==> src/rtl/lo_sched.sv <==
// LO sequencer: timebase counter, Gray window and enable, queued (shift, dwell) configs switched on period boundaries.
// Latency: start acts on the next edge; config switches take effect on the edge ending a boundary cycle; cfg_err lags its offer by one cycle.
// Backpressure: cfg_ready drops while the config FIFO is full; a pop in the same cycle does not reopen it until the next cycle.
module lo_sched #(
  parameter int CW    = 17,
  parameter int DW    = 12,
  parameter int DEPTH = 2
) (
  input  logic          clk,
  input  logic          reset,
  input  logic          cfg_valid,
  output logic          cfg_ready,
  input  logic [3:0]    cfg_shift,
  input  logic [DW-1:0] cfg_dwell,
  output logic          cfg_err,
  input  logic          start,
  input  logic          stop,
  output logic [7:0]    lo_gray_clk,
  output logic          lo_rstb,
  output logic          busy,
  output logic          done,
  output logic          switch_pulse,
  output logic [3:0]    cur_shift,
  output logic [DW-1:0] periods_left
);

  // DEPTH is a power of two >= 2; pointers carry one extra wrap bit.
  localparam int AW = $clog2(DEPTH);

  typedef enum logic [1:0] {IDLE, RUN, STOPPING} state_t;

  state_t        state;
  logic [CW-1:0] tc;

  logic [3:0]    mem_shift [DEPTH];
  logic [DW-1:0] mem_dwell [DEPTH];
  logic [AW:0]   wr_ptr;
  logic [AW:0]   rd_ptr;
  logic [AW:0]   fifo_cnt;
  logic          fifo_empty;
  logic          shift_legal;
  logic          push;
  logic          pop;
  logic [3:0]    head_shift;
  logic [DW-1:0] head_dwell;
  logic [DW-1:0] head_periods;

  logic [CW:0]   span;
  logic [CW-1:0] bnd_mask;
  logic [CW-1:0] gray;
  logic          bnd;
  logic          last_period;

  assign fifo_cnt     = wr_ptr - rd_ptr;
  assign fifo_empty   = (fifo_cnt == '0);
  assign cfg_ready    = (fifo_cnt < (AW+1)'(DEPTH));
  assign shift_legal  = (cfg_shift <= 4'd8);
  assign push         = cfg_valid & cfg_ready & shift_legal;
  assign head_shift   = mem_shift[rd_ptr[AW-1:0]];
  assign head_dwell   = mem_dwell[rd_ptr[AW-1:0]];
  assign head_periods = (head_dwell == '0) ? DW'(1) : head_dwell;

  // Boundary: the low cur_shift+9 bits of tc are all ones (last clock of an LO period).
  assign span        = (CW+1)'(1) << (5'(cur_shift) + 5'd9);
  assign bnd_mask    = CW'(span - (CW+1)'(1));
  assign bnd         = ((tc & bnd_mask) == bnd_mask);
  assign last_period = (periods_left == DW'(1));

  // Pop on start from IDLE, or when a RUN config expires at a boundary with another queued.
  assign pop = !fifo_empty &&
               ((state == IDLE && start) ||
                (state == RUN && !stop && bnd && last_period));

  assign gray        = tc ^ (tc >> 1);
  assign lo_gray_clk = 8'(gray >> cur_shift);
  assign lo_rstb     = (state != IDLE);
  assign busy        = (state != IDLE);

  // Config storage; entries need no reset since the pointers gate their use.
  always_ff @(posedge clk) begin
    if (push) begin
      mem_shift[wr_ptr[AW-1:0]] <= cfg_shift;
      mem_dwell[wr_ptr[AW-1:0]] <= cfg_dwell;
    end
  end

  // FIFO pointers; push and pop in the same cycle are both applied.
  always_ff @(posedge clk) begin
    if (reset) begin
      wr_ptr <= '0;
      rd_ptr <= '0;
    end else begin
      if (push) wr_ptr <= wr_ptr + (AW+1)'(1);
      if (pop)  rd_ptr <= rd_ptr + (AW+1)'(1);
    end
  end

  // Illegal shift offers are flagged one cycle later and never enqueued.
  always_ff @(posedge clk) begin
    if (reset) cfg_err <= 1'b0;
    else       cfg_err <= cfg_valid & ~shift_legal;
  end

  // Sequencer: timebase, period counting and boundary-aligned config switching.
  always_ff @(posedge clk) begin
    if (reset) begin
      state        <= IDLE;
      tc           <= '0;
      cur_shift    <= '0;
      periods_left <= '0;
      done         <= 1'b0;
      switch_pulse <= 1'b0;
    end else begin
      done         <= 1'b0;
      switch_pulse <= 1'b0;
      case (state)
        IDLE: begin
          tc <= '0;
          if (start && !fifo_empty) begin
            state        <= RUN;
            cur_shift    <= head_shift;
            periods_left <= head_periods;
          end
        end
        RUN: begin
          if (bnd && (stop || (last_period && fifo_empty))) begin
            state        <= IDLE;
            tc           <= '0;
            periods_left <= '0;
            done         <= 1'b1;
          end else if (bnd && last_period) begin
            tc           <= '0;
            cur_shift    <= head_shift;
            periods_left <= head_periods;
            switch_pulse <= 1'b1;
          end else begin
            tc <= tc + CW'(1);
            if (bnd)  periods_left <= periods_left - DW'(1);
            if (stop) state <= STOPPING;
          end
        end
        STOPPING: begin
          if (bnd) begin
            state        <= IDLE;
            tc           <= '0;
            periods_left <= '0;
            done         <= 1'b1;
          end else begin
            tc <= tc + CW'(1);
          end
        end
        default: state <= IDLE;
      endcase
    end
  end

endmodule

==> config.mk <==
export PLATFORM = sky130hd
export DESIGN_NAME = lo_sched
export DESIGN_NICKNAME = d
export VERILOG_FILES = /design/src/rtl/lo_sched.sv
export SDC_FILE = /design/constraint.sdc
export NUM_CORES = 1
export LEC_CHECK = 0
export BUFFER_PORTS_ARGS = -buffer_cell sky130_fd_sc_hd__buf_4
export CORE_UTILIZATION = 40
export CTS_CLUSTER_DIAMETER = 50
export DETAILED_ROUTE_END_ITERATION = 6
export PLACE_DENSITY_LB_ADDON = 0.2
export SYNTH_ARGS = -nofsm -noshare
export SYNTH_HDL_FRONTEND = slang
export SYNTH_SLANG_ARGS = --single-unit
==> constraint.sdc <==
create_clock -name clk -period 3.3 [get_ports clk]
set_input_delay 0.33 -clock clk [delete_from_list [all_inputs] [get_ports clk]]
set_output_delay 0.33 -clock clk [all_outputs]
set_load 0.005 [all_outputs]
==> flow_metrics.tcl, run 1 <==
set metrics [dict create \
    yosysMostFrequentCell "nand2_1" \
    hold_class "in -> reg" \
    multiInputGateArea_um2 2730 \
    cts_sinks 75 \
    powerDensity_nw_per_um2 801 \
    seq_area_um2 1820 \
    synthFlopType "dfxtp_1" \
    endpoint "periods_left[8]" \
    r2r_setup_slack_ns 0.71 \
    synthCells 519 \
    worstPathArrival_ns 2.84 \
    synth_edf_count 32 \
    cap_viol_max_count 0 \
    finalSetupTns_ns 0 \
    htree_levels 3 \
    grt_max_degree 55 \
    fin_skew_ns 0.00353 \
    die_height_um 112 \
    cp_max_fo 23 \
    pin_count 51 \
    wire_per_inst_um 16.7 \
    yosys.area_share.adder 0.0600 \
    clock.fmax_ghz 0.386 \
    synth_warnings 0 \
    rr_endpoint "periods_left[8]" \
    reg2regPathDepth 7 \
    clock_path_buffers 2 \
    final-hold-violation-count 0 \
    root_buffer "clkbuf_16" \
    grt_first_pass_wirelength_um 19400 \
    start_util 0.415 \
    row_count 39 \
    vias 4106 \
    min_path_cells 1 \
    port_buffers 50 \
    numCtsBuffers 9 \
    regToRegStartpoint "cur_shift[1]" \
    cts_tree "done" \
    seq_area_frac_synth 0.380 \
    synth.area.top_cells "edfxtp_1, dfxtp_1, mux2i_1, ha_1, a21oi_1" \
    crit_start "cur_shift[1]" \
    clk_pin_slew_ns 0.06 \
    synthSimpleGateAreaFrac 0.195 \
    outcome "finished, violations left" \
    crit_type "reg -> reg" \
    area_growth_pct 16.1 \
    cts_resized 0 \
    route.detailed.drc 4 \
    hold_buffers 0 \
    diodes 0 \
    yosys.area.top_type "edfxtp_1" \
    hpwl_um 8590 \
    grt_use_total 0.196 \
    place_congestion 0.858 \
    muxShareOfSynthArea 0.0934 \
    syn_area_per_cell_um2 9.25 \
    antenna_found_initial 0 \
    post-route-min-period_ns 2.59 \
    peakVddDrop_v 0.000439 \
    netlist.area_leader.share 0.200 \
    setup_ws_ns 0.709 \
    nets 601 \
    max_slew_margin 0.285 \
    crit_path_start_kind "flop" \
    synth_common_cells "nand2_1, dfxtp_1, nor2_1, a21oi_1, edfxtp_1" \
    drive_above_1_share 0.205 \
    postRouteAntennaNets 0 \
    drtPass1Iterations 7 \
    cp-end-kind "flop" \
    rsz0062_at_grt "false" \
    synth-xor-area-share 0.0266 \
    dr.first_iter.drc_count 316 \
    synth_cell_type_count 65 \
    p_leak_nw 2.03 \
    worstMarginPinSlew_ns 1.07 \
    postCtsSetupBuffers 0 \
    ys_ff_latch 75 \
    nFillCells 1048 \
    dp_slack_ns 0.738 \
    die_area_um2 12400 \
    wl_um 11800 \
    synth_compound_area_frac 0.193 \
    cp.required_ns 3.55 \
    clkLatencyLatePin_ns 0.34 \
    vias_per_cell 5.82 \
    async_flop_share 0 \
    first_global_vias 3752 \
    violations "DRC" \
    core_area_um2 11600 \
    setup_viol 0 \
    synth_top_family_by_area "simple AND/OR/NAND/NOR gates" \
    syn_area_um2 4800 \
    drv_slew 0 \
    die_w_um 112 \
    grt_overflow 0 \
    period_share 0.785 \
]
==> area by class of cell <==
| cell class | count | area share |
|---|---|---|
| clock buffer | 9 | 0.0404 |
| clock inverter | 7 | 0.0137 |
| inverter | 18 | 0.0121 |
| multi-input combinational | 390 | 0.490 |
| sequential | 75 | 0.327 |
| tap | 143 | 0.0321 |
| timing repair buffer | 63 | 0.0849 |
==> per-layer routing <==
metal  GRT usage  share of wire
met1       0.293           0.50
met2       0.290           0.44
met3      0.0310          0.056
met4      0.0568         0.0098
met5           0              0
==> report_power, final <==
part	internal, mW	total, mW	switching (mW)
Combinational	0.933	2.20	1.27
Clock	0.592	0.999	0.407
Sequential	1.12	1.27	0.153
==> flip-flops by register name, indices dropped and copies added, names as in the netlist, named ones only <==
register and flops:
rd_ptr 2, cur_shift 4, mem_shift 8, cfg_err 1, state 2, done 1, tc 17, mem_dwell 24
switch_pulse 1, wr_ptr 2, periods_left 12
==> cells by family after synthesis <==
logic type / Yosys count
compound gates: 127
fa+ha+maj: 23
simple gates: 183
buf+inv: 55
xor+xnor: 13
flops: 75
mux: 42
other cells: 1
==> worst max-delay path, stage by stage, from the launching register on <==
cell      delay, ns
dfxtp_1        0.35
buf_4          0.31
nor2_1         0.11
or3b_1         0.38
o2111a_1       0.36
a31oi_2        0.52
o21ai_0        0.20
a311oi_2       0.26
==> how the worst min path moves through the flow <==
stage	start	end	slack (ns)
2_1_floorplan	cfg_dwell[0]	mem_dwell[0][0]	0.43
3_3_place_gp	tc[1]	tc[1]	0.50
3_5_place_dp	tc[1]	tc[1]	0.50
4_1_cts	cfg_dwell[7]	mem_dwell[0][7]	0.16
5_1_grt	cfg_dwell[7]	mem_dwell[0][7]	0.16
6_report	cfg_dwell[7]	mem_dwell[1][7]	0.17
==> metrics by stage <==
stage               std cells  area [µm²]  hold WS (ns)  power (mW)   util
finish                    705        5570         0.173        4.47  0.482
global route              705        5570         0.163        4.76  0.482
CTS                       705        5570         0.163        4.48  0.482
detailed placement        689        5270         0.498        3.47  0.456
global placement          689        5270         0.500        3.45  0.456
floorplan                 520        4800         0.429        2.87      -
==> placed cells by master (no fill, tap or decap), drive strengths merged, types with 7 or more instances in the layout <==
cell / n
mux2i: 29
buf: 63
inv: 18
mux2: 12
o21ai: 21
a21oi: 36
dfxtp: 43
a311oi: 12
nand2: 47
a31oi: 15
o211ai: 7
nand4: 9
clkbuf: 9
nor4: 11
nor2: 40
edfxtp: 32
nand3: 11
xnor2: 7
nor3: 17
nor2b: 10
ha: 23
No activity file was read; power rests on OpenSTA's default activity.
==> run 2: changes to the inputs <==
==> constraint.sdc (replaced) <==
create_clock -name clk -period 2.3 [get_ports clk]
set_input_delay 0.23 -clock clk [delete_from_list [all_inputs] [get_ports clk]]
set_output_delay 0.23 -clock clk [all_outputs]
set_load 0.005 [all_outputs]
==> run 2 against run 1 <==
  * The flow still finishes with violations (DRC)
  * Largest power group unchanged
  * Sequential power increased by 41%
  * Via count increased by 4.2%
  * Non-clock buffer count increased by 31
  * Worst hold slack got worse by 0.10 ns
  * Largest cell class unchanged
  * Total power increased by 52%
  * Clock power increased by 52%
  * Global-route usage increased by 0.64 points
==> flow_metrics.tcl, run 2 (synthesized netlist as in run 1, its figures left out) <==
set metrics [dict create \
    final_cell_mix "buf_4, nand2_1, nor2_1" \
    max_slew_margin 0.569 \
    period_share 0.971 \
    root_buffer "clkbuf_16" \
    peakVddDrop_v 0.000526 \
    grt_first_pass_wirelength_um 20200 \
    fin_skew_ns 0.0119 \
    diodes 0 \
    wl_um 12700 \
    place_congestion 0.831 \
    worstPathArrival_ns 2.00 \
    rsz0062_at_grt "true" \
    largest_reg_flops 24 \
    die_area_um2 12400 \
    drtPass1Iterations 7 \
    setup_viol 0 \
    crit_type "reg -> out" \
    area_growth_pct 26.2 \
    drv_slew 0 \
    outcome "finished, violations left" \
    wire_per_inst_um 17.3 \
    p_total_mw 6.79 \
    vias 4277 \
    grt_max_degree 55 \
    cts_tree "done" \
    powerDensity_nw_per_um2 1120 \
    route.detailed.drc 4 \
    numCtsBuffers 9 \
    postRouteAntennaNets 0 \
    cp-end-kind "primary output" \
    hold_class "in -> reg" \
    core_area_um2 11600 \
    clk_pin_slew_ns 0.07 \
    pin_count 51 \
    die_height_um 112 \
    mostFrequentLayoutCell "buf_4" \
    row_count 39 \
    dp_slack_ns 0.128 \
    hpwl_um 9110 \
    grt_use_total 0.203 \
    cp_max_fo 5 \
    cap_viol_max_count 0 \
    start_util 0.415 \
    clock_path_buffers 2 \
    post-route-min-period_ns 2.23 \
    hold_buffers 0 \
    nFillCells 1018 \
    setup_ws_ns 0.0677 \
    htree_levels 3 \
    clkLatencyLatePin_ns 0.34 \
    p_leak_nw 2.20 \
    drive_above_1_share 0.293 \
    die_w_um 112 \
    clock.fmax_ghz 0.448 \
    worstMarginPinSlew_ns 0.647 \
    cts_sinks 75 \
    cp.required_ns 2.07 \
    antenna_found_initial 0 \
    violations "DRC" \
    nets 632 \
    dr.first_iter.drc_count 384 \
    post-route-util 0.524 \
    grt_overflow 0 \
    first_global_vias 3912 \
    final-hold-violation-count 0 \
    crit_path_start_kind "flop" \
    port_buffers 50 \
    vias_per_cell 5.81 \
]
==> run 2: cell types whose count changed in the layout (fill, tap and decap cells not counted), sizes merged <==
cell / before / now
buf: 63 / 94
clkinv: 6 / 4
inv: 18 / 20
==> run 2: metrics by stage <==
stage / TNS (ns) / std cells / area [µm²] / hold WS [ns]
final: 0 / 736 / 6060 / 0.0715
after CTS: 0 / 735 / 5840 / 0.0652
after floorplan: 0 / 520 / 4800 / 0.329
after detailed placement: 0 / 719 / 5500 / 0.418
after global routing: -0.0427 / 736 / 6060 / 0.0626
after global placement: 0 / 719 / 5500 / 0.415
==> run 2: cell type report <==
type / count / area (µm²) / area share
Multi-Input combinational cell: 390 / 2930 / 0.484
Sequential cell: 75 / 1830 / 0.303
Timing Repair Buffer: 94 / 726 / 0.120
Clock buffer: 9 / 225 / 0.0372
Tap cell: 143 / 179 / 0.0295
Clock inverter: 7 / 92.6 / 0.0153
Inverter: 18 / 67.6 / 0.0112
==> run 2: path summary, 6_finish.rpt <==
path / start / to / slack (ns) / depth (start not counted)
worst max register to register: cur_shift[3] / periods_left[9] / 0.10 / 6
worst max-delay path: tc[12] / lo_gray_clk[2] / 0.07 / 8
worst min register to register: state[0] / state[0] / 0.53 / 2
worst min-delay path: cfg_dwell[6] / mem_dwell[0][6] / 0.07 / 1
==> run 2: routing by layer <==
metal | vias up | track usage | part of all wire
met4 | 0 | 0.0640 | 0.010
met2 | 158 | 0.305 | 0.44
li1 | 2080 | - | -
met5 | - | 0 | 0
met3 | 11 | 0.0327 | 0.066
met1 | 2028 | 0.296 | 0.48
==> run 2: critical path, cell delays in order (launching register included) <==
cell and delay [ns]:
dfxtp_1 0.34, buf_6 0.13, ha_4 0.20, mux2_4 0.30
o21ai_4 0.16, nor2_1 0.05, a311oi_1 0.26, a21oi_1 0.08
buf_4 0.14
==> run 2: power breakdown <==
part | internal (mW) | total (mW) | switching [mW]
Combinational | 1.51 | 3.48 | 1.96
Clock | 0.876 | 1.52 | 0.646
Sequential | 1.60 | 1.79 | 0.186
==> run 2: repair_timing <==
action,4_1_cts,5_1_grt
resized for setup,12,33
endpoints found under the setup margin,4,18
setup buffers,0,1
pin swaps,1,4
hold endpoints to repair,0,0
==> run 3: changes to the inputs <==
--- a/config.mk
+++ b/config.mk
@@ -6,9 +6,11 @@
 export NUM_CORES = 1
 export LEC_CHECK = 0
 export BUFFER_PORTS_ARGS = -buffer_cell sky130_fd_sc_hd__buf_4
+export CORE_MARGIN = 2
 export CORE_UTILIZATION = 40
 export CTS_CLUSTER_DIAMETER = 50
 export DETAILED_ROUTE_END_ITERATION = 6
+export MAX_ROUTING_LAYER = met4
 export PLACE_DENSITY_LB_ADDON = 0.2
 export SYNTH_ARGS = -nofsm -noshare
 export SYNTH_HDL_FRONTEND = slang
==> run 3 against run 2 <==
  * The flow now finishes without violations
  * Register-to-register slack hardly changed
  * First-iteration DRC count is 33% lower
  * Count of clock-buffer cells in the layout stayed put
  * Worst setup slack worse by 0.014 ns
  * Sequential cell count stayed put
  * Combinational power is 7.5% higher
  * Total power is 2.1% higher
  * Non-clock buffer count is 7 higher
  * Final cell count is 1.6% higher
  * Sequential share of layout area is 0.074 points lower
  * Clock skew is 0.0042 ns lower
  * Global-route usage is 0.59 points lower
  * Largest cell class unchanged
  * Highest routed layer unchanged
==> flow_metrics.tcl, run 3 (synthesized netlist as in run 1, its figures left out) <==
set metrics [dict create \
    outcome "complete, no violations" \
    postRouteAntennaNets 0 \
    port_buffers 50 \
    nets 640 \
    clock_path_buffers 2 \
    dp_slack_ns -0.0614 \
    grt_first_pass_wirelength_um 19900 \
    final_cell_mix "buf_4, nand2_1, nor2_1" \
    mostFrequentLayoutCell "buf_4" \
    nFillCells 1112 \
    grt.met1_usage 0.269 \
    hold_class "in -> reg" \
    clkLatencyLatePin_ns 0.34 \
    vias 4258 \
    wire_per_inst_um 16.5 \
    grt.met3_usage 0.0414 \
    numCtsBuffers 9 \
    worstMarginPinSlew_ns 0.638 \
    grt_max_degree 55 \
    grt_overflow 0 \
    cp-end-kind "primary output" \
    hpwl_um 8890 \
    cap_viol_max_count 0 \
    diodes 0 \
    clock.fmax_ghz 0.445 \
    period_share 0.976 \
    core_area_um2 11900 \
    die_w_um 114 \
    crit_path_start_kind "flop" \
    p_total_mw 6.93 \
    crit_type "reg -> out" \
    route.detailed.drc 0 \
    clk_pin_slew_ns 0.07 \
    rsz0062_at_grt "true" \
    max_slew_margin 0.575 \
    root_buffer "clkbuf_16" \
    powerDensity_nw_per_um2 1140 \
    drtPass1Iterations 4 \
    die_height_um 114 \
    row_count 40 \
    antenna_found_initial 0 \
    grt_util_met2 0.302 \
    die_area_um2 12900 \
    peakVddDrop_v 0.000587 \
    busiest_layer "met2" \
    fin_cells 748 \
    cts_tree "done" \
    drv_slew 0 \
    setup_ws_ns 0.0541 \
    start_util 0.405 \
    wl_um 12400 \
    largest_reg_flops 24 \
    holdWs_ns 0.0670 \
    drive_above_1_share 0.308 \
    post-route-min-period_ns 2.25 \
    worstPathArrival_ns 2.02 \
    grt_use_total 0.197 \
    area_growth_pct 26.9 \
    dr.first_iter.drc_count 256 \
    first_global_vias 4042 \
    hold_buffers 0 \
    placed_cells 728 \
    htree_levels 3 \
    fin_skew_ns 0.00770 \
    pin_count 51 \
    p_leak_nw 2.24 \
    vias_per_cell 5.69 \
    cts_sinks 75 \
    place_congestion 0.862 \
    setup_viol 0 \
    cp_max_fo 5 \
    final-hold-violation-count 0 \
    cp.required_ns 2.07 \
]
[run 3: changes by cell type in the layout (fill, tap and decap cells not counted), sizes merged]
cell / before / now
buf: 94 / 101
bufinv: 1 / 0
a221o: 1 / 2
clkinv: 4 / 2
inv: 20 / 21
clkinvlp: 0 / 2
[run 3: worst paths after layout]
| path | depth (start not counted) | start | endpoint | slack, ns |
|---|---|---|---|---|
| worst max register to register | 8 | cur_shift[3] | periods_left[0] | 0.09 |
| worst min-delay path | 1 | cfg_dwell[7] | mem_dwell[0][7] | 0.07 |
| worst min register to register | 2 | tc[13] | tc[13] | 0.53 |
| worst max-delay path | 7 | tc[14] | lo_gray_clk[2] | 0.05 |
[run 3: critical path, cell delays in order (launching register included)]
cell,delay (ns)
dfxtp_4,0.38
ha_1,0.32
mux2_2,0.31
o21ai_2,0.15
nor2_1,0.07
a311oi_2,0.23
a21oi_1,0.07
buf_4,0.14
[run 3: layout make-up]
| type | count | area (µm²) | share of cell area |
|---|---|---|---|
| Tap cell | 147 | 184 | 0.0302 |
| Multi-Input combinational cell | 391 | 2910 | 0.479 |
| Inverter | 18 | 67.6 | 0.0111 |
| Sequential cell | 75 | 1840 | 0.302 |
| Clock buffer | 9 | 225 | 0.0370 |
| Clock inverter | 7 | 66.3 | 0.0109 |
| Timing Repair Buffer | 101 | 791 | 0.130 |
[run 3: stage by stage]
stage	cell area [µm²]	utilization	TNS, ns
final	6090	0.513	0
after global routing	6090	0.513	-0.149
after CTS	5880	0.496	-0.0251
after detailed placement	5550	0.468	-0.569
after global placement	5550	0.468	-0.101
after floorplan	4800	-	0
[run 3: repair_timing]
item,CTS,global route
endpoints found under the hold margin,0,0
gates resized for setup,13,37
pin swaps,0,7
gates cloned,0,1
endpoints found under the setup margin,19,23
setup buffers,1,2
[run 3: routing by layer]
layer / vias to the layer above / wire length [µm]
met5: - / 0
met4: 0 / 150
met3: 16 / 625
met2: 117 / 5720
met1: 2011 / 5870
li1: 2114 / -
[run 3: where the power goes]
group          leakage [nW]  switching, mW  internal [mW]
logic                  1.45           2.04           1.70
registers             0.650          0.186           1.61
clock network         0.138          0.640          0.761
total                  2.24           2.87           4.07
